--- src/rtl/result_store.sv ---
// Result FIFO behind the ALU: stores {op, zero, result}, show-ahead head on out_*, one-cycle push-to-visible latency.
// Backpressure: in_ready drops only when full (never depends on out_ready); results offered while full are dropped and counted.
module result_store #(
    parameter int  DEPTH = 8,
    parameter int  WIDTH = 8,
    localparam int CW    = $clog2(DEPTH) + 1
) (
    input  logic             clk,
    input  logic             reset,
    input  logic             in_valid,
    input  logic [2:0]       in_op,
    input  logic [WIDTH-1:0] in_result,
    output logic             in_ready,
    output logic             out_valid,
    input  logic             out_ready,
    output logic [2:0]       out_op,
    output logic [WIDTH-1:0] out_result,
    output logic             out_zero,
    output logic [CW-1:0]    count,
    output logic [WIDTH-1:0] last_result,
    output logic             overflow,
    output logic [7:0]       drop_count
);

    localparam int AW = $clog2(DEPTH);

    typedef struct packed {
        logic [2:0]       op;
        logic             zero;
        logic [WIDTH-1:0] result;
    } entry_t;

    entry_t         mem [DEPTH];
    entry_t         head;
    logic [AW-1:0]  wr_ptr;
    logic [AW-1:0]  rd_ptr;
    logic           push;
    logic           pop;
    logic           drop;

    assign in_ready  = (count != CW'(DEPTH));
    assign out_valid = (count != '0);
    assign push      = in_valid && in_ready;
    assign pop       = out_valid && out_ready;
    assign drop      = in_valid && !in_ready;

    // Stale memory is masked so nothing leaks out while the FIFO is empty.
    assign head       = mem[rd_ptr];
    assign out_op     = out_valid ? head.op     : '0;
    assign out_result = out_valid ? head.result : '0;
    assign out_zero   = out_valid ? head.zero   : 1'b0;

    always_ff @(posedge clk) begin
        if (push) begin
            mem[wr_ptr] <= '{op: in_op, zero: (in_result == '0), result: in_result};
        end
    end

    // Pointers wrap naturally because DEPTH is a power of two.
    always_ff @(posedge clk or posedge reset) begin
        if (reset) begin
            wr_ptr      <= '0;
            rd_ptr      <= '0;
            count       <= '0;
            last_result <= '0;
            overflow    <= 1'b0;
            drop_count  <= '0;
        end else begin
            if (push) begin
                wr_ptr      <= wr_ptr + AW'(1);
                last_result <= in_result;
            end
            if (pop) begin
                rd_ptr <= rd_ptr + AW'(1);
            end
            case ({push, pop})
                2'b10:   count <= count + CW'(1);
                2'b01:   count <= count - CW'(1);
                default: count <= count;
            endcase
            if (drop) begin
                overflow <= 1'b1;
                if (drop_count != 8'hFF) begin
                    drop_count <= drop_count + 8'd1;
                end
            end
        end
    end

endmodule
--- config.mk ---
export PLATFORM = sky130hd
export DESIGN_NAME = result_store
export DESIGN_NICKNAME = d
export VERILOG_FILES = /design/src/rtl/result_store.sv
export SDC_FILE = /design/constraint.sdc
export NUM_CORES = 1
export LEC_CHECK = 0
export CORE_MARGIN = 5
export CORE_UTILIZATION = 35
export DETAILED_ROUTE_END_ITERATION = 10
export PLACE_DENSITY = 0.51
export SLEW_MARGIN = 5
export SYNTH_ARGS = -nofsm -noshare
export SYNTH_HDL_FRONTEND = slang
export SYNTH_SLANG_ARGS = --single-unit
--- constraint.sdc ---
create_clock -name clk -period 8.2 [get_ports clk]
set_input_delay 1.23 -clock clk [delete_from_list [all_inputs] [get_ports clk]]
set_output_delay 1.23 -clock clk [all_outputs]
set_load 0.02 [all_outputs]
; ---- Yosys cells after proc, flatten, opt, wreduce, memory -nomap -nowiden
; Memories as Yosys holds them, arrays and structs flattened.
; Index checks and enable logic that the tools add are counted.
[word_totals]
elab_cells = 30
ff_bits = 27
ram_bits = 96
mem_count = 1
out_inout_bits = 35
[mem_list]
columns = memory, words, word_bits, rd, rd_clocked_by_memory_dff, write_ports, line
row1 = mem, 8, 12, 1, 0, 1, 33  ; entry_t mem [DEPTH];
[op_classes]
n_addsub = 5
mux = 6
reduce_logical = 8
n_eq_ne = 4
[ops]
columns = op, count
row1 = adder 8 x 1 -> 8 bit (second input constant), 1
row2 = logical NOT 8 bit, 1
row3 = 2-to-1 mux 8 bit, 1
row4 = != test 8 bit (second input constant), 1
row5 = case mux 4 bit (2 select lines), 1
row6 = adder 3 x 1 -> 3 bit (second input constant), 2
row7 = adder 4 x 1 -> 4 bit (second input constant), 1
row8 = != test 4 bit (second input constant), 1
row9 = nonzero test 4 bit, 1
row10 = subtractor 4 x 1 -> 4 bit (second input constant), 1
row11 = logical AND 1 bit, 3
row12 = 2-to-1 mux 1 bit, 3
row13 = 2-to-1 mux 3 bit, 1
row14 = == test 2 x 1 -> 1 bit (second input constant), 1
row15 = == test 2 bit (second input constant), 1
row16 = AND reduction 2 bit, 1
row17 = nonzero test 2 bit, 1
row18 = logical NOT 1 bit, 1

; ---- Depth between registers and ports, before layout
[depth]
depth_word = 4
ltp_mapped = 11

; ---- Least setup slack after synthesis
; Ideal clock, no wire load.
[synth_path]
kind = input port to flip-flop
from = input port in_valid
to = memory mem[0][0] (netlist bit), enable pin
stages = 4
required_time_ns = 7.788
path_slack_ns = 4.792
setup_time_ns = 0.412
arrival_ns = 2.996
path_cell_list = nor2b_1 buf_4 inv_1 nor4_1
[synth_between]
elab_chain_len = 3
[synth_lines]
columns = element, line
row1 = start: declaration, 10  ; input logic in_valid,
row2 = logical AND 1 bit, 43  ; assign push = in_valid && in_ready;
row3 = 2-to-1 mux 1 bit, 54  ; if (push) begin
row4 = 2-to-1 mux 1 bit (not written as such), 55  ; mem[wr_ptr] <= '{op: in_op, zero: (in_result == '0), result: in_result};
row5 = end: declaration, 33
; No other way between the ends.

; ---- Worst setup path in the final report
[layout_path]
from = register rd_ptr[0]
to = output port out_zero
[layout_between]
elab_chain_len = 2
[layout_lines]
columns = element, line
row1 = start: declaration, 36  ; logic [AW-1:0] rd_ptr;
row2 = start signal: assignment, 74  ; rd_ptr <= rd_ptr + AW'(1);
row3 = memory (8 x 12 bit), --
row4 = 2-to-1 mux 1 bit, 51  ; assign out_zero = out_valid ? head.zero : 1'b0;
row5 = end: declaration, 18  ; output logic out_zero,
; No other way between the ends.

==> run_results.csv <==
group,metric,value,unit
run_status,status,"completed",
clock_tree,cts_tree,"done",
route,wire_per_inst,19.4,microns
final_layout,drive_gt1_share,25.5,%
timing,worst_slew_pin_slew,1140,ps
placement,numPortBuffers,49,
logic_synthesis,synth_flop_cell,"edfxtp_1",
clock_tree,clkTransAtPathRegs,50,ps
clock_tree,cts.repair.resized,0,
floorplanning,die_area,16800,sq um
timing,finalClockSkew,8.50,ps
placement,hpwl,6150,microns
placement,dp.cells,497,
global_routing,grt_antenna_before_repair,0,
pwr,leakage,0.00224,uW
placement,gp_congestion,0.726,
timing,slew_viol_final,0,
final_layout,num_antenna_cells,0,
final_layout,final_cell_mix,"edfxtp_1, clkdlybuf4s50_1, dfrtp_1",
logic_synthesis,synth_top_cell_by_area,"edfxtp_1",
clock_tree,clockBufferDepth,2,
global_routing,overflow,0,
floorplanning,core_area,14000,sq um
final_layout,area_delta_synth_final,26.6,%
critical_path,path_class,"reg -> out",
floorplanning,boundaryPins,50,
timing,fin_ws,4000,ps
logic_synthesis,synthCells,271,
route,vias_per_cell,4.99,
clock_tree,cts_made_buffers,17,
global_routing,grt_max_degree,28,
final_layout,n_fill_cell,1236,
floorplanning,die_y,130,microns
logic_synthesis,netlist_area,5020,sq um
final_layout,instances_no_fill,529,
timing,max_freq,238,MHz
route,route.detailed.drc,0,
logic_synthesis,ys_ff_latch,123,
floorplanning,start_util,35.9,%
pwr,powerDensity,376,nW/um^2
clock_tree,htree_levels,4,
final_layout,layout.cells.most_common,"edfxtp_1",
global_routing,grt_pass1_vias,2780,
critical_path,cp_max_fo,18,
timing,setup-tns-final,0,ps
clock_tree,post-cts-setup-buffers,0,
critical_path,crit_path_max_incr_delay,680,ps
clock_tree,cts.sinks,123,
flow_run,maxCapViolCount,0,
route,antenna_left,0,
critical_path,crit_path_end_kind,"primary output",
placement,post-place-ws,3720,ps
placement,place_area,5780,sq um
route,vias,2639,
final_layout,final_area,6360,sq um
final_layout,fin_nets,357,
logic_synthesis,yosysTopAreaCellShare,57.4,%
critical_path,crit_slowest_cell,"dfrtp_1",
logic_synthesis,synth_nets,292,
critical_path,crit_path_cell_trace,"buf_4 > mux4_2 > mux2i_1 > nor2_1 > clkdlybuf4s50_1",
pwr,ir_worst_vdd,143,uV
timing,fin_crit_sh,51.2,%
clock_tree,cts_hold_buf,0,
route,wirelength,10200,microns
clock_tree,root_buffer,"clkbuf_16",
floorplanning,row_count,43,
clock_tree,clock_latency,410,ps
floorplanning,die_w,130,microns
logic_synthesis,synth_edf_count,96,
logic_synthesis,synth_area_leaders,"edfxtp_1, dfrtp_1, mux4_2",
critical_path,start_kind,"flop",
timing,rsz0062_at_grt,"false",
logic_synthesis,synth_cell_types,38,
worst_hold_path,hp-class,"reg -> reg",
critical_path,cp.arrival,2970,ps
logic_synthesis,ys_warn_count,0,
logic_synthesis,yosysSeqAreaShare,70.9,%
logic_synthesis,syn_area_per_cell,18.5,sq um
route,drtPass1Iterations,4,
critical_path,crit_required,6970,ps
route,drtIter0Drc,141,
timing,layout_min_cycle_time,4200,ps
global_routing,grt_pass1_wl,16100,microns
timing,setup_viol,0,
timing,max_slew_margin,24.1,%
timing,hold_viol_final,0,
logic_synthesis,async_flop_share,22.0,%
global_routing,track_usage,13.3,%
critical_path,ff2ff_setup_slack,4840,ps
final_layout,fin_util,45.4,%
## worst paths after layout
path                                  to      start  depth (start not counted)
setup / recovery                out_zero  rd_ptr[0]                          5
hold / removal                  overflow   overflow                          1
setup reg to reg                count[3]   count[0]                          8
hold reg to reg                 overflow   overflow                          1
max in group asynchronous  drop_count[5]      reset                          3
min in group asynchronous       count[0]      reset                          3
## final cells by class
class / count / area, sq um / share of cell area [%]
flip-flops and latches: 123 / 3560 / 56.0
repair buffers: 58 / 558 / 8.78
multi-input cells: 132 / 1430 / 22.4
inverters: 4 / 15.0 / 0.236
clock inverters: 15 / 149 / 2.34
well taps: 180 / 225 / 3.54
clock buffers: 17 / 425 / 6.69
## report_power, final
group | leakage (uW) | total, uW | switching (uW) | internal, uW
combinational | 0.000748 | 780 | 391 | 389
sequential | 0.00121 | 898 | 108 | 790
clock | 0.000283 | 711 | 266 | 445
total | 0.00224 | 2390 | 764 | 1620
## synthesized netlist by cell type, types with 2 or more instances
master and number:
nor2b_1 2, mux2i_1 12, mux2_2 12, clkbuf_1 6
xor2_1 9, ha_1 6, nand2b_1 5, inv_1 3
mux4_2 24, and2_1 2, edfxtp_1 96, nor4_1 2
nor3_1 7, buf_2 4, or4_1 2, nand2_1 6
nand3_1 4, dfrtp_1 27, xnor2_1 4, a41oi_1 2
nor2_1 17, a21oi_1 3
## sequential cells by signal (all words and copies together), names as in the netlist
| register | flops |
|---|---|
| mem | 96 |
| count | 4 |
| drop_count | 8 |
| rd_ptr | 3 |
| wr_ptr | 3 |
| last_result | 8 |
| overflow | 1 |
## routing by layer
metal,part of all wire [%],wire [microns],vias to the layer above,GRT usage [%]
met5,0,0,-,0
met4,1.6,164,0,5.75
met3,4.7,482,16,3.89
met2,49,5060,52,20.8
met1,44,4540,1365,17.3
li1,-,-,1206,-
## critical path, delay by kind of cell, from the launching register on
| kind | cells | cell delay [ps] |
|---|---|---|
| buffers and inverters | 2 | 1030 |
| flip-flops | 1 | 680 |
| multiplexers | 2 | 770 |
| AND/OR/NAND/NOR | 1 | 70 |
## metrics by stage
stage,power (uW),hold slack [ps]
after floorplan,1380,525
after global placement,1700,451
after detailed placement,1710,452
after CTS,2430,466
after global routing,2520,506
final,2390,460
## kinds of logic after synthesis
group           synth area share, %
mux                            16.1
fa+ha+maj                      1.50
compound gates                 1.64
buf+inv                        1.37
simple gates                   6.28
flops                          70.9
xor+xnor                       2.27
Power figures use the tool's default switching activity.
